`src/rtl/fetch_pkg.sv`:
```
// Shared definitions for the instruction-fetch stage: control-flow opcodes,
// the bubble instruction and the fetch FSM state type.
package fetch_pkg;

  localparam logic [6:0]  OPC_BRANCH = 7'b1100011;
  localparam logic [6:0]  OPC_JAL    = 7'b1101111;
  localparam logic [6:0]  OPC_JALR   = 7'b1100111;
  localparam logic [31:0] NOP_INST   = 32'h0000_0013;

  typedef enum logic [1:0] {
    S_BOOT,
    S_ISSUE,
    S_WAIT,
    S_DROP
  } fetch_state_t;

  function automatic logic is_ctrl_op(input logic [6:0] opc);
    return (opc == OPC_BRANCH) || (opc == OPC_JAL) || (opc == OPC_JALR);
  endfunction

endpackage

```
`src/rtl/fetch_skid_buf.sv`:
```
// One-entry pc/inst holding buffer for a fetch response that arrives while
// IF/ID cannot accept it. Clear wins over push, push over pop.
module fetch_skid_buf (
  input  logic        clk,
  input  logic        rst,
  input  logic        push,
  input  logic        pop,
  input  logic        clear,
  input  logic [31:0] push_pc,
  input  logic [31:0] push_inst,
  output logic        full,
  output logic [31:0] pc,
  output logic [31:0] inst
);
  import fetch_pkg::*;

  // Buffer occupancy and payload
  always_ff @(posedge clk or posedge rst) begin
    if (rst) begin
      full <= 1'b0;
      pc   <= '0;
      inst <= NOP_INST;
    end else if (clear) begin
      full <= 1'b0;
    end else if (push) begin
      full <= 1'b1;
      pc   <= push_pc;
      inst <= push_inst;
    end else if (pop) begin
      full <= 1'b0;
    end
  end

endmodule

```
`src/rtl/fetch_stage.sv`:
```
// Instruction-fetch stage: fetch PC, single-outstanding imem handshake,
// IF/ID register, decode-time redirect and mispredict recovery.
// Optional feature: define MISPRED_CNT_EN to enable the mispredict counter;
// otherwise mispred_cnt is tied to zero.
module fetch_stage #(
  parameter logic [31:0] RESET_PC = 32'h0000_0000,
  parameter logic [31:0] NOP_INST = fetch_pkg::NOP_INST
) (
  input  logic        clk,
  input  logic        rst,
  output logic        imem_req,
  output logic [31:0] imem_addr,
  input  logic        imem_ready,
  input  logic        imem_valid,
  input  logic [31:0] imem_rdata,
  input  logic        stall,
  input  logic        prediction,
  input  logic [31:0] new_pc,
  input  logic        res_valid,
  input  logic        res_pred,
  input  logic        res_taken,
  input  logic [31:0] res_pc,
  input  logic [31:0] res_target,
  output logic [31:0] if_id_pc,
  output logic [31:0] if_id_inst,
  output logic        if_id_valid,
  output logic        flush,
  output logic [31:0] mispred_cnt
);
  import fetch_pkg::*;

  fetch_state_t state;
  logic [31:0]  fetch_pc;
  logic         skid_full;
  logic [31:0]  skid_pc;
  logic [31:0]  skid_inst;
  logic         accept;
  logic         mispredict;
  logic [31:0]  mispredict_pc;
  logic         redirect;
  logic         squash;
  logic         deliver;
  logic         load_fetch;
  logic         skid_push;
  logic         skid_pop;

  assign imem_req      = (state == S_ISSUE) && !skid_full;
  assign imem_addr     = fetch_pc;
  assign accept        = imem_req && imem_ready;
  assign mispredict    = res_valid && (res_taken != res_pred);
  assign mispredict_pc = res_taken ? res_target : res_pc + 32'd4;
  assign redirect      = if_id_valid && is_ctrl_op(if_id_inst[6:0]) && prediction
                         && !stall && !mispredict;
  assign squash        = mispredict || redirect;
  // A response coinciding with a redirect belongs to the wrong path.
  assign deliver       = (state == S_WAIT) && imem_valid && !squash;
  assign load_fetch    = deliver && !stall && !skid_full;
  assign skid_push     = deliver && !load_fetch;
  assign skid_pop      = skid_full && !stall && !squash;

  fetch_skid_buf u_skid (
    .clk       (clk),
    .rst       (rst),
    .push      (skid_push),
    .pop       (skid_pop),
    .clear     (squash),
    .push_pc   (fetch_pc),
    .push_inst (imem_rdata),
    .full      (skid_full),
    .pc        (skid_pc),
    .inst      (skid_inst)
  );

  // Fetch FSM, PC selection and flush pulse
  always_ff @(posedge clk or posedge rst) begin
    if (rst) begin
      state    <= S_BOOT;
      fetch_pc <= RESET_PC;
      flush    <= 1'b0;
    end else begin
      flush <= mispredict;
      if (mispredict)    fetch_pc <= mispredict_pc;
      else if (redirect) fetch_pc <= new_pc;
      else if (deliver)  fetch_pc <= fetch_pc + 32'd4;
      case (state)
        S_BOOT:  state <= S_ISSUE;
        S_ISSUE: if (accept) state <= squash ? S_DROP : S_WAIT;
        // A response in the squash cycle is consumed (dropped), so no S_DROP is needed.
        S_WAIT:  if (imem_valid) state <= S_ISSUE;
                 else if (squash) state <= S_DROP;
        S_DROP:  if (imem_valid) state <= S_ISSUE;
      endcase
    end
  end

  // IF/ID register: skid drains first, then direct delivery, else bubble
  always_ff @(posedge clk or posedge rst) begin
    if (rst) begin
      if_id_pc    <= '0;
      if_id_inst  <= NOP_INST;
      if_id_valid <= 1'b0;
    end else if (squash) begin
      if_id_inst  <= NOP_INST;
      if_id_valid <= 1'b0;
    end else if (!stall) begin
      if (skid_pop) begin
        if_id_pc    <= skid_pc;
        if_id_inst  <= skid_inst;
        if_id_valid <= 1'b1;
      end else if (load_fetch) begin
        if_id_pc    <= fetch_pc;
        if_id_inst  <= imem_rdata;
        if_id_valid <= 1'b1;
      end else begin
        if_id_inst  <= NOP_INST;
        if_id_valid <= 1'b0;
      end
    end
  end

`ifdef MISPRED_CNT_EN
  // Wrapping mispredict counter, cleared only by reset
  always_ff @(posedge clk or posedge rst) begin
    if (rst)             mispred_cnt <= '0;
    else if (mispredict) mispred_cnt <= mispred_cnt + 32'd1;
  end
`else
  assign mispred_cnt = '0;
`endif

endmodule
```
`config.mk`:
```
export PLATFORM = sky130hd
export DESIGN_NAME = fetch_stage
export DESIGN_NICKNAME = d
export VERILOG_FILES = /design/src/rtl/fetch_pkg.sv /design/src/rtl/fetch_skid_buf.sv /design/src/rtl/fetch_stage.sv
export SDC_FILE = /design/constraint.sdc
export NUM_CORES = 1
export LEC_CHECK = 0
export ABC_AREA = 1
export BUFFER_PORTS_ARGS = -buffer_cell sky130_fd_sc_hd__buf_2
export CAP_MARGIN = 20
export CORE_UTILIZATION = 53
export DETAILED_ROUTE_END_ITERATION = 8
export GPL_TIMING_DRIVEN = 0
export PLACE_DENSITY_LB_ADDON = 0.15
export SLEW_MARGIN = 30
export SYNTH_ARGS = -nofsm -noshare
export SYNTH_HDL_FRONTEND = slang
export SYNTH_SLANG_ARGS = --single-unit
export TNS_END_PERCENT = 50
```
`constraint.sdc`:
```
create_clock -name clk -period 6.94 [get_ports clk]
set_input_delay 1.041 -clock clk [delete_from_list [all_inputs] [get_ports clk]]
set_output_delay 1.041 -clock clk [all_outputs]
set_load 0.005 [all_outputs]
```
==> results of run 1 <==
metal layers:
layer  vias to the layer above  part of all wire [%]  track usage (%)
met3                        68                   7.8             6.29
li1                       5020                     -                -
met5                         -                     0                0
met4                         0                   3.4             14.2
met2                       486                    48             58.9
met1                      4669                    41             43.2
sequential cells by signal (all words and copies together), names as in the netlist:
name / count
if_id_valid: 1
u_skid.full: 1
state: 2
u_skid.pc: 32
if_id_inst: 32
flush: 1
if_id_pc: 32
imem_addr: 32
u_skid.inst: 32
Yosys cell counts, types with 2 or more instances:
cell,number
sky130_fd_sc_hd__clkbuf_1,18
sky130_fd_sc_hd__nor3_1,4
sky130_fd_sc_hd__a21oi_1,48
sky130_fd_sc_hd__nand3b_1,5
sky130_fd_sc_hd__buf_2,19
sky130_fd_sc_hd__nand3_1,60
sky130_fd_sc_hd__inv_1,131
sky130_fd_sc_hd__clkbuf_2,3
sky130_fd_sc_hd__buf_4,37
sky130_fd_sc_hd__buf_1,2
sky130_fd_sc_hd__a31oi_1,3
sky130_fd_sc_hd__o21ai_1,9
sky130_fd_sc_hd__or2_2,2
sky130_fd_sc_hd__ha_1,5
sky130_fd_sc_hd__dfrtp_1,159
sky130_fd_sc_hd__nor2_2,2
sky130_fd_sc_hd__xor2_1,9
sky130_fd_sc_hd__o211ai_1,33
sky130_fd_sc_hd__nor2_1,201
sky130_fd_sc_hd__dfstp_2,6
sky130_fd_sc_hd__buf_6,10
sky130_fd_sc_hd__nand2_1,525
sky130_fd_sc_hd__nand4_1,5
sky130_fd_sc_hd__inv_4,3
sky130_fd_sc_hd__nand2_2,5
sky130_fd_sc_hd__o21ai_0,114
sky130_fd_sc_hd__xnor2_1,4
sky130_fd_sc_hd__inv_2,3
sky130_fd_sc_hd__o311ai_0,2
cells by family after synthesis:
logic type | Yosys count | synth area share, %
AOI/OAI and AO/OA | 211 | 11.8
other | 1 | 0.0383
adders and majority gates | 5 | 0.639
xor gates and xnor gates | 13 | 1.16
buffers and inverters | 227 | 11.2
DFF | 165 | 42.2
and+or+nand+nor | 813 | 32.9
power groups by stage:
stage / Clock [mW] / Combinational [mW] / Sequential (mW)
floorplan: 0 / 0.698 / 1.57
global route: 0.961 / 1.35 / 1.69
finish: 0.922 / 1.18 / 1.65
global placement: 0 / 1.13 / 1.64
CTS: 0.925 / 1.17 / 1.63
detailed placement: 0 / 1.17 / 1.65
worst max-delay path, delay by kind of cell:
| family | cells | cell delay (ns) |
|---|---|---|
| buffers and inverters | 6 | 1.13 |
| AND/OR/NAND/NOR | 5 | 0.66 |
| AO/OA/AOI/OAI | 1 | 0.15 |
path summary, 6_finish.rpt:
| path | from | endpoint | slack (ns) | cells after the start |
|---|---|---|---|---|
| worst max-delay path | stall | u_skid.inst[29]$_DFFE_PP0P_ | 4.26 | 12 |
| worst max register to register | imem_addr[2]$_DFFE_PP0P_ | imem_addr[24]$_DFFE_PP0P_ | 4.42 | 12 |
| worst min-delay path | if_id_pc[24]$_DFFE_PP0P_ | if_id_pc[24]$_DFFE_PP0P_ | 0.48 | 2 |
| max in group asynchronous | rst | u_skid.inst[0]$_DFFE_PP1P_ | 5.44 | 4 |
| min in group asynchronous | rst | imem_addr[0]$_DFFE_PP0P_ | 0.49 | 2 |
| worst min register to register | if_id_pc[24]$_DFFE_PP0P_ | if_id_pc[24]$_DFFE_PP0P_ | 0.48 | 2 |
metrics by stage:
stage / std cells / hold slack (ns) / util (%) / power (mW)
6_report: 1965 / 0.479 / 66.6 / 3.75
5_1_grt: 1963 / 0.476 / 66.6 / 4.00
4_1_cts: 1963 / 0.477 / 66.6 / 3.73
3_5_place_dp: 1931 / 0.462 / 63.4 / 2.81
3_3_place_gp: 1929 / 0.457 / 63.1 / 2.77
2_1_floorplan: 1466 / 0.448 / - / 2.27
placed cells by master (no fill, tap or decap), types with 2 or more instances in the layout:
cell | Yosys | routed
sky130_fd_sc_hd__inv_8 | 0 | 2
sky130_fd_sc_hd__nand2_1 | 525 | 525
sky130_fd_sc_hd__clkbuf_2 | 3 | 3
sky130_fd_sc_hd__inv_4 | 3 | 3
sky130_fd_sc_hd__inv_6 | 0 | 4
sky130_fd_sc_hd__nor2_1 | 201 | 201
sky130_fd_sc_hd__clkinv_4 | 0 | 2
sky130_fd_sc_hd__nand3b_1 | 5 | 5
sky130_fd_sc_hd__buf_1 | 2 | 2
sky130_fd_sc_hd__ha_1 | 5 | 5
sky130_fd_sc_hd__clkbuf_16 | 0 | 17
sky130_fd_sc_hd__dfrtp_1 | 159 | 159
sky130_fd_sc_hd__xor2_1 | 9 | 9
sky130_fd_sc_hd__buf_2 | 19 | 253
sky130_fd_sc_hd__o211ai_1 | 33 | 33
sky130_fd_sc_hd__nand2_2 | 5 | 5
sky130_fd_sc_hd__or2_2 | 2 | 2
sky130_fd_sc_hd__buf_4 | 37 | 37
sky130_fd_sc_hd__nand3_1 | 60 | 60
sky130_fd_sc_hd__clkbuf_1 | 18 | 18
sky130_fd_sc_hd__buf_16 | 0 | 2
sky130_fd_sc_hd__a31oi_1 | 3 | 3
sky130_fd_sc_hd__o21ai_1 | 9 | 9
sky130_fd_sc_hd__diode_2 | 0 | 2
sky130_fd_sc_hd__clkbuf_8 | 0 | 2
sky130_fd_sc_hd__o311ai_0 | 2 | 2
sky130_fd_sc_hd__o21ai_0 | 114 | 114
sky130_fd_sc_hd__inv_2 | 3 | 3
sky130_fd_sc_hd__clkinv_2 | 0 | 4
sky130_fd_sc_hd__nor2_2 | 2 | 2
sky130_fd_sc_hd__a21oi_1 | 48 | 48
sky130_fd_sc_hd__nor3_1 | 4 | 4
sky130_fd_sc_hd__inv_1 | 131 | 130
sky130_fd_sc_hd__buf_6 | 10 | 10
sky130_fd_sc_hd__dfstp_2 | 6 | 6
sky130_fd_sc_hd__xnor2_1 | 4 | 4
sky130_fd_sc_hd__conb_1 | 1 | 32
sky130_fd_sc_hd__nand4_1 | 5 | 5
area by class of cell:
type | instances | share of cell area (%)
antenna | 2 | 0.0417
buffer | 89 | 4.79
clock buffer | 19 | 3.77
clock inverter | 13 | 1.01
inverter | 138 | 4.44
multi-input combinational | 1074 | 38.9
sequential | 165 | 34.4
tap | 229 | 2.39
timing repair buffer | 236 | 10.2
==> flow_metrics.py, run 1 <==
metrics = {
    "logic_synthesis": {
        "synth.area.top_cells": "sky130_fd_sc_hd__dfrtp_1, sky130_fd_sc_hd__nand2_1, sky130_fd_sc_hd__nor2_1, sky130_fd_sc_hd__o21ai_0, sky130_fd_sc_hd__inv_1",
        "async_reset_ff_share_pct": 100,
        "post_synth_inst_count": 1435,
        "synth_largest_type_area_fraction_pct": 40.6,
        "sequential_share_of_the_synthesized_area_pct": 42.2,
        "postSynthRegisterBits": 165,
        "number_of_enable_type_register_cells_in_the_synthesized_netlist": 0,
        "synth_cell_area_um2": 9790,
        "netlist-cell-type-count": 37,
        "synthesis.area_per_instance_um2": 6.82,
        "synthesis.yosys.warnings": 0,
        "main_synth_ff_type": "sky130_fd_sc_hd__dfrtp_1",
        "yosys.area.top_type": "sky130_fd_sc_hd__dfrtp_1",
    },
    "critical_path": {
        "cp_slowest_cell": "sky130_fd_sc_hd__buf_2",
        "worst_setup_path_start_kind": "primary input",
        "worstPathRequired_ns": 7.24,
        "cp_cell_sequence": "buf_2 > inv_1 > nand2_1 > nor2_1 > nand3_1 > nand2_2 > buf_6 > inv_2 > nand3_2 > buf_2 > buf_2 > o21ai_0",
        "timing.critical_path.mode_cell": "sky130_fd_sc_hd__buf_2",
        "worstSetupPathType": "primary input to register",
        "critPathCaptureType": "register",
        "critPathArrivalTime_ns": 2.98,
        "slowest_delay_ns": 0.35,
        "worst-path-max-fanout": 10,
    },
    "die": {
        "top_level_ports": 268,
        "die_y_um": 138,
        "fp.dieW_um": 138,
        "dieArea_um2": 19000,
        "num_rows": 49,
        "initial_util_pct": 54.3,
        "core_area_um2": 18000,
    },
    "clock_tree": {
        "clkSinkCount": 165,
        "cts_root_buf": "sky130_fd_sc_hd__clkbuf_16",
        "cts.clk_slew.worst_paths_ns": 0.06,
        "postCtsSetupRepairBufs": 0,
        "ctsLongestPathBuffers": 2,
        "htree_num_levels": 4,
        "cts_resized": 0,
        "cts_hold_repair.buffers": 0,
        "tritoncts": "built",
        "worstSkewPairLatency_ns": 0.43,
        "cts_inserted_buffers": 17,
    },
    "sta": {
        "fin_ws_ns": 4.26,
        "unrepaired_setup_endpoints_after_global_routing": "no",
        "timing.setup.tns_ns": 0,
        "finalSetupViolations": 0,
        "skew_ns": 0.0116,
        "slew_headroom_pct": 59.6,
        "final_min_period_over_clock_period_pct": 38.7,
        "worstMarginPinSlew_ns": 0.606,
        "max_freq_mhz": 373,
        "period_needed_ns": 2.68,
        "timing.final.max_slew_violations": 0,
        "final_hold_viol_count": 0,
    },
    "pwr": {
        "switching_part_of_the_total_pct": 38.1,
        "total_leakage_power_nw": 6.36,
        "seq_power_share_pct": 43.9,
        "cell_internal_pwr_mw": 2.32,
        "vdd_drop_max_mv": 0.248,
        "clock_power_share_pct": 24.6,
        "p_sw_mw": 1.43,
        "combinationalPowerShare_pct": 31.4,
        "power-per-cell-area_nw_per_um2": 312,
    },
    "global_route": {
        "first_global_vias": 9387,
        "grt_max_degree": 91,
        "antenna_found_initial": 1,
        "grt-ovfl-total": 0,
        "groute.usage.overall_pct": 34.6,
        "grt_first_pass_wirelength_um": 49100,
    },
    "place": {
        "detailed_place.area_um2": 11400,
        "hpwlAfterDp_um": 25600,
        "io_buffer_count": 234,
        "dp_worst_setup_slack_ns": 3.85,
        "gp_congestion": 1.01,
    },
    "detailed_routing": {
        "via_count": 10200,
        "drt_wl_total_um": 32400,
        "drt-vias-per-instance": 5.21,
        "drc": 0,
        "remaining_antenna_violation_count": 0,
        "drt_first_pass_iters": 7,
        "routed_wire_length_per_instance_um": 16.5,
        "first_iter_violations": 886,
    },
    "run": {
        "max_cap_violations": 0,
    },
    "final_layout": {
        "layout.filler_cells": 1698,
        "synthToLayoutAreaGrowth_pct": 22.6,
        "nNetsFinal": 1863,
        "area.sequential_um2": 4140,
        "drive_gt1_share_pct": 20.9,
        "final_cell_area_um2": 12000,
        "multi_input_comb_area_um2": 4670,
    },
    "run_status": {
        "outcome": "finished, final reports clean",
    },
    "min_path": {
        "hold_path_class": "register to register",
    },
}
Note: power is estimated with default switching activity, not from simulation.
==> run 2, diff against run 1 <==
==> constraint.sdc (replaced) <==
create_clock -name clk -period 2.6 [get_ports clk]
set_input_delay 0.39 -clock clk [delete_from_list [all_inputs] [get_ports clk]]
set_output_delay 0.39 -clock clk [all_outputs]
set_load 0.005 [all_outputs]
==> flow_metrics.py, run 2 (synthesis gave the netlist of run 1 again) <==
metrics = {
    "run_status": {
        "outcome": "finished, final reports clean",
    },
    "critical_path": {
        "cp_slowest_cell": "sky130_fd_sc_hd__buf_1",
        "cp_cell_sequence": "inv_1 > ha_1 > nand2_1 > nor2_1 > nand2_2 > nand2_1 > buf_1 > nor2_1 > a21oi_1",
        "critPathBufInv": 2,
        "worst-path-max-fanout": 10,
        "slowest_delay_ns": 0.45,
        "r2r.worst_path.cells": 9,
        "crit_cells": 9,
        "worst-r2r-setup-slack_ns": 0.14,
        "critPathArrivalTime_ns": 2.81,
        "worstSetupPathType": "register to register",
        "critPathTopFamily": "simple AND/OR/NAND/NOR gates",
        "worstReg2RegStart": "state[0]$_DFFE_PP0P_",
        "critPathCaptureType": "register",
        "rr_endpoint": "if_id_pc[22]$_DFFE_PP0P_",
        "worst_setup_path_start_kind": "register",
        "worstPathRequired_ns": 2.95,
    },
    "clock_tree": {
        "cts_hold_repair.buffers": 1,
        "cts_root_buf": "sky130_fd_sc_hd__clkbuf_16",
        "clkSinkCount": 165,
        "cts.clk_slew.worst_paths_ns": 0.07,
        "htree_num_levels": 4,
        "tritoncts": "built",
        "worstSkewPairLatency_ns": 0.44,
        "cts_inserted_buffers": 17,
        "ctsLongestPathBuffers": 2,
        "cts_resized": 0,
        "postCtsSetupRepairBufs": 0,
    },
    "final_layout": {
        "layout.filler_cells": 1627,
        "antennaDiodeCount": 0,
        "fin_util_pct": 67.3,
        "mostFrequentLayoutCell": "sky130_fd_sc_hd__nand2_1",
        "final_cell_mix": "sky130_fd_sc_hd__nand2_1, sky130_fd_sc_hd__buf_2, sky130_fd_sc_hd__nor2_1, sky130_fd_sc_hd__dfrtp_1, sky130_fd_sc_hd__inv_1",
        "area.sequential_um2": 4140,
        "multi_input_comb_area_um2": 4670,
        "nNetsFinal": 1868,
        "synthToLayoutAreaGrowth_pct": 23.9,
        "drive_gt1_share_pct": 21.0,
    },
    "min_path": {
        "whs_endpoint": "imem_addr[0]$_DFFE_PP0P_",
        "hp-start": "new_pc[0]",
        "hold-path-cell-count": 3,
        "hold_path_class": "primary input to register",
    },
    "global_route": {
        "grt-ovfl-total": 0,
        "antenna_found_initial": 0,
        "first_global_vias": 9614,
        "grt_first_pass_wirelength_um": 50400,
        "grt_max_degree": 31,
        "groute.usage.overall_pct": 35.6,
    },
    "die": {
        "num_rows": 49,
        "initial_util_pct": 54.3,
        "core_area_um2": 18000,
        "fp.dieW_um": 138,
        "top_level_ports": 268,
        "die_y_um": 138,
        "dieArea_um2": 19000,
    },
    "detailed_routing": {
        "drc": 0,
        "drt_wl_total_um": 33600,
        "remaining_antenna_violation_count": 0,
        "drt_first_pass_iters": 6,
        "first_iter_violations": 864,
        "via_count": 10400,
        "drt-vias-per-instance": 5.28,
        "routed_wire_length_per_instance_um": 17.1,
    },
    "pwr": {
        "power-per-cell-area_nw_per_um2": 846,
        "combinationalPowerShare_pct": 31.1,
        "cell_internal_pwr_mw": 6.36,
        "clock_power_share_pct": 26.1,
        "p_sw_mw": 3.90,
        "vdd_drop_max_mv": 0.767,
        "switching_part_of_the_total_pct": 38.0,
        "seq_power_share_pct": 42.8,
        "total_leakage_power_nw": 6.41,
    },
    "sta": {
        "max_freq_mhz": 407,
        "skew_ns": 0.00861,
        "finalSetupViolations": 0,
        "final_min_period_over_clock_period_pct": 94.6,
        "worstMarginPinSlew_ns": 0.674,
        "period_needed_ns": 2.46,
        "timing.final.max_slew_violations": 0,
        "timing.setup.tns_ns": 0,
        "final_hold_viol_count": 0,
        "slew_headroom_pct": 55.1,
        "fin_ws_ns": 0.141,
        "unrepaired_setup_endpoints_after_global_routing": "no",
    },
    "run": {
        "max_cap_violations": 0,
    },
    "place": {
        "io_buffer_count": 234,
        "gp_congestion": 0.980,
        "dp_worst_setup_slack_ns": 0.251,
        "hpwlAfterDp_um": 26300,
    },
}
-- run 2: worst max-delay path by stage --
| stage | start | end | slack [ns] |
|---|---|---|---|
| 2_1_floorplan | rst | flush$_DFF_PP0_ | 0.12 |
| 3_3_place_gp | rst | if_id_pc[28]$_DFFE_PP0P_ | -0.93 |
| 3_5_place_dp | imem_addr[2]$_DFFE_PP0P_ | imem_addr[24]$_DFFE_PP0P_ | 0.25 |
| 4_1_cts | state[0]$_DFFE_PP0P_ | if_id_pc[22]$_DFFE_PP0P_ | 0.23 |
| 5_1_grt | state[0]$_DFFE_PP0P_ | if_id_pc[31]$_DFFE_PP0P_ | 0.05 |
| 6_report | state[0]$_DFFE_PP0P_ | if_id_pc[22]$_DFFE_PP0P_ | 0.14 |
-- run 2: area by class of cell --
class / count / area share [%]
multi-input combinational: 1074 / 38.5
buffer: 89 / 4.74
clock buffer: 18 / 3.54
timing repair buffer: 241 / 10.8
inverter: 138 / 4.36
sequential: 165 / 34.1
clock inverter: 14 / 1.58
tap: 229 / 2.36
-- run 2: routing by layer --
metal / track usage [%] / vias to the layer above / routed length (um)
met3: 5.88 / 82 / 2440
met2: 61.0 / 492 / 16300
met1: 43.8 / 4780 / 13500
li1: - / 5034 / -
met4: 15.9 / 2 / 1340
met5: 3.06 / - / 71
-- run 2: metrics by stage --
stage               std cells  total power [mW]  hold WS, ns  area, um2
finish                   1968              10.3        0.185      12100
global route             1968              10.9        0.210      12100
CTS                      1968              10.2        0.189      12100
detailed placement       1935              7.51        0.452      11500
global placement         1929              7.38        0.458      11400
floorplan                1466              6.06        0.448       9910
-- run 2: power groups by stage --
stage	Clock, mW	Sequential [mW]	Combinational (mW)
finish	2.67	4.39	3.20
global route	2.78	4.49	3.64
CTS	2.67	4.35	3.18
detailed placement	0	4.38	3.13
global placement	0	4.36	3.02
floorplan	0	4.20	1.86
-- run 2: tightest hold or removal path, stage by stage --
cell and delay, ns:
sky130_fd_sc_hd__buf_2 0.07, sky130_fd_sc_hd__nand2_1 0.04, sky130_fd_sc_hd__o311ai_0 0.08
==> run 3, diff against run 2 <==
--- a/config.mk
+++ b/config.mk
@@ -12,6 +12,7 @@
 export DETAILED_ROUTE_END_ITERATION = 8
 export GPL_TIMING_DRIVEN = 0
 export PLACE_DENSITY_LB_ADDON = 0.15
+export SETUP_SLACK_MARGIN = 0.4
 export SLEW_MARGIN = 30
 export SYNTH_ARGS = -nofsm -noshare
 export SYNTH_HDL_FRONTEND = slang
==> flow_metrics.py, run 3 (synthesis gave the netlist of run 1 again) <==
metrics = {
    "detailed_routing": {
        "first_iter_violations": 776,
        "drt_wl_total_um": 33600,
        "routed_wire_length_per_instance_um": 17.1,
        "via_count": 10500,
        "remaining_antenna_violation_count": 0,
        "drt_first_pass_iters": 5,
        "drt-vias-per-instance": 5.31,
        "drc": 0,
    },
    "die": {
        "dieArea_um2": 19000,
        "num_rows": 49,
        "top_level_ports": 268,
        "fp.dieW_um": 138,
        "core_area_um2": 18000,
        "die_y_um": 138,
        "initial_util_pct": 54.3,
    },
    "critical_path": {
        "slowest_delay_ns": 0.40,
        "critPathBufInv": 3,
        "cp_cell_sequence": "inv_1 > ha_1 > nand2_2 > nor2_1 > nand2_2 > buf_4 > clkbuf_2 > o21ai_0 > a21oi_1",
        "cp_slowest_cell": "sky130_fd_sc_hd__dfrtp_1",
        "timing.critical_path.mode_cell": "sky130_fd_sc_hd__nand2_2",
        "worstPathRequired_ns": 2.91,
        "critPathCaptureType": "register",
        "worstSetupPathType": "register to register",
        "worst_setup_path_start_kind": "register",
        "crit_start": "state[0]$_DFFE_PP0P_",
        "worst-path-max-fanout": 10,
        "critPathTopFamily": "simple AND/OR/NAND/NOR gates",
        "critPathArrivalTime_ns": 2.44,
        "worstReg2RegStart": "state[0]$_DFFE_PP0P_",
    },
    "sta": {
        "final_hold_viol_count": 0,
        "period_needed_ns": 2.13,
        "skew_ns": 0.00812,
        "worstMarginPinSlew_ns": 0.684,
        "max_freq_mhz": 471,
        "fin_ws_ns": 0.475,
        "slew_headroom_pct": 54.4,
        "finalSetupViolations": 0,
        "unrepaired_setup_endpoints_after_global_routing": "yes",
        "timing.final.max_slew_violations": 0,
        "final_min_period_over_clock_period_pct": 81.7,
    },
    "global_route": {
        "first_global_vias": 9596,
        "grt-ovfl-total": 0,
        "antenna_found_initial": 0,
        "grt_first_pass_wirelength_um": 50500,
        "groute.usage.overall_pct": 35.7,
        "grt_max_degree": 31,
    },
    "place": {
        "dp_worst_setup_slack_ns": 0.251,
        "io_buffer_count": 234,
        "gp_congestion": 0.980,
        "detailed_place.area_um2": 11500,
        "hpwlAfterDp_um": 26300,
        "place.detailed.instances": 1935,
    },
    "run_status": {
        "outcome": "finished, final reports clean",
    },
    "clock_tree": {
        "tritoncts": "built",
        "cts_inserted_buffers": 17,
        "cts_root_buf": "sky130_fd_sc_hd__clkbuf_16",
        "worstSkewPairLatency_ns": 0.44,
        "clkSinkCount": 165,
        "ctsLongestPathBuffers": 2,
        "cts.clk_slew.worst_paths_ns": 0.07,
        "htree_num_levels": 4,
    },
    "pwr": {
        "seq_power_share_pct": 42.7,
        "power-per-cell-area_nw_per_um2": 842,
        "combinationalPowerShare_pct": 31.4,
        "switching_part_of_the_total_pct": 38.0,
        "vdd_drop_max_mv": 0.764,
        "clock_power_share_pct": 25.9,
        "total_leakage_power_nw": 6.44,
        "p_sw_mw": 3.91,
        "cell_internal_pwr_mw": 6.38,
    },
    "final_layout": {
        "mostFrequentLayoutCell": "sky130_fd_sc_hd__nand2_1",
        "antennaDiodeCount": 0,
        "final-instance-count-excl-fill": 1970,
        "synthToLayoutAreaGrowth_pct": 24.8,
        "drive_gt1_share_pct": 21.7,
        "fin_util_pct": 67.8,
        "final_cell_area_um2": 12200,
        "layout.filler_cells": 1617,
        "final_cell_mix": "sky130_fd_sc_hd__nand2_1, sky130_fd_sc_hd__buf_2, sky130_fd_sc_hd__nor2_1, sky130_fd_sc_hd__dfrtp_1, sky130_fd_sc_hd__inv_1",
        "nNetsFinal": 1870,
    },
    "min_path": {
        "hp-start": "new_pc[0]",
        "hold_path_class": "primary input to register",
    },
    "run": {
        "max_cap_violations": 0,
    },
}
[run 3: per-stage QoR]
stage	hold slack (ns)	total power, mW	TNS, ns
floorplan	0.448	6.06	0
finish	0.185	10.3	0
global route	0.210	10.9	0
global placement	0.458	7.38	-145.90
CTS	0.189	10.2	0
detailed placement	0.452	7.51	0
[run 3: path summary, 6_finish.rpt]
check                                               to  slack [ns]  cells past startpoint
setup reg to reg              if_id_pc[31]$_DFFE_PP0P_        0.47                      9
min in group asynchronous      if_id_pc[1]$_DFFE_PP0P_        0.55                      3
max in group asynchronous  u_skid.inst[30]$_DFFE_PP0P_        1.18                      6
hold reg to reg                if_id_pc[6]$_DFFE_PP0P_        0.48                      2
hold / removal                imem_addr[0]$_DFFE_PP0P_        0.18                      3
setup / recovery              if_id_pc[31]$_DFFE_PP0P_        0.47                      9
[run 3: area by class of cell]
cell class | instances | area (um2) | area share [%]
clock inverters | 14 | 191 | 1.57
inverters | 138 | 529 | 4.33
well taps | 229 | 287 | 2.34
clock buffers | 18 | 429 | 3.51
flip-flops and latches | 165 | 4140 | 33.9
plain buffers | 89 | 608 | 4.97
repair buffers | 243 | 1330 | 10.9
multi-input cells | 1074 | 4710 | 38.5
[run 3: timing repair]
| item | 4_1_cts | 5_1_grt |
|---|---|---|
| gates resized for setup | 8 | 19 |
| setup buffers | 0 | 2 |
| pin swaps | 0 | 3 |
| endpoints found under the hold margin | 5 | 0 |
| setup endpoints to repair | 116 | 149 |
| hold buffers | 1 | 0 |
[run 3: tightest hold or removal path: cells and delay by family]
family | cells | cell delay [ns]
buf+inv | 1 | 0.07
compound gates | 1 | 0.08
simple gates | 1 | 0.04
[run 3: power groups by stage]
stage | logic (mW) | clock network, mW | registers [mW]
global route | 3.67 | 2.78 | 4.49
detailed placement | 3.13 | 0 | 4.38
global placement | 3.02 | 0 | 4.36
CTS | 3.19 | 2.67 | 4.35
floorplan | 1.86 | 0 | 4.20
finish | 3.23 | 2.67 | 4.39
[run 3: routing by layer]
layer  share of wire [%]  track usage (%)
met1                  40             44.1
met2                  48             61.4
met3                 7.6             5.70
met4                 4.3             15.5
met5                   0                0
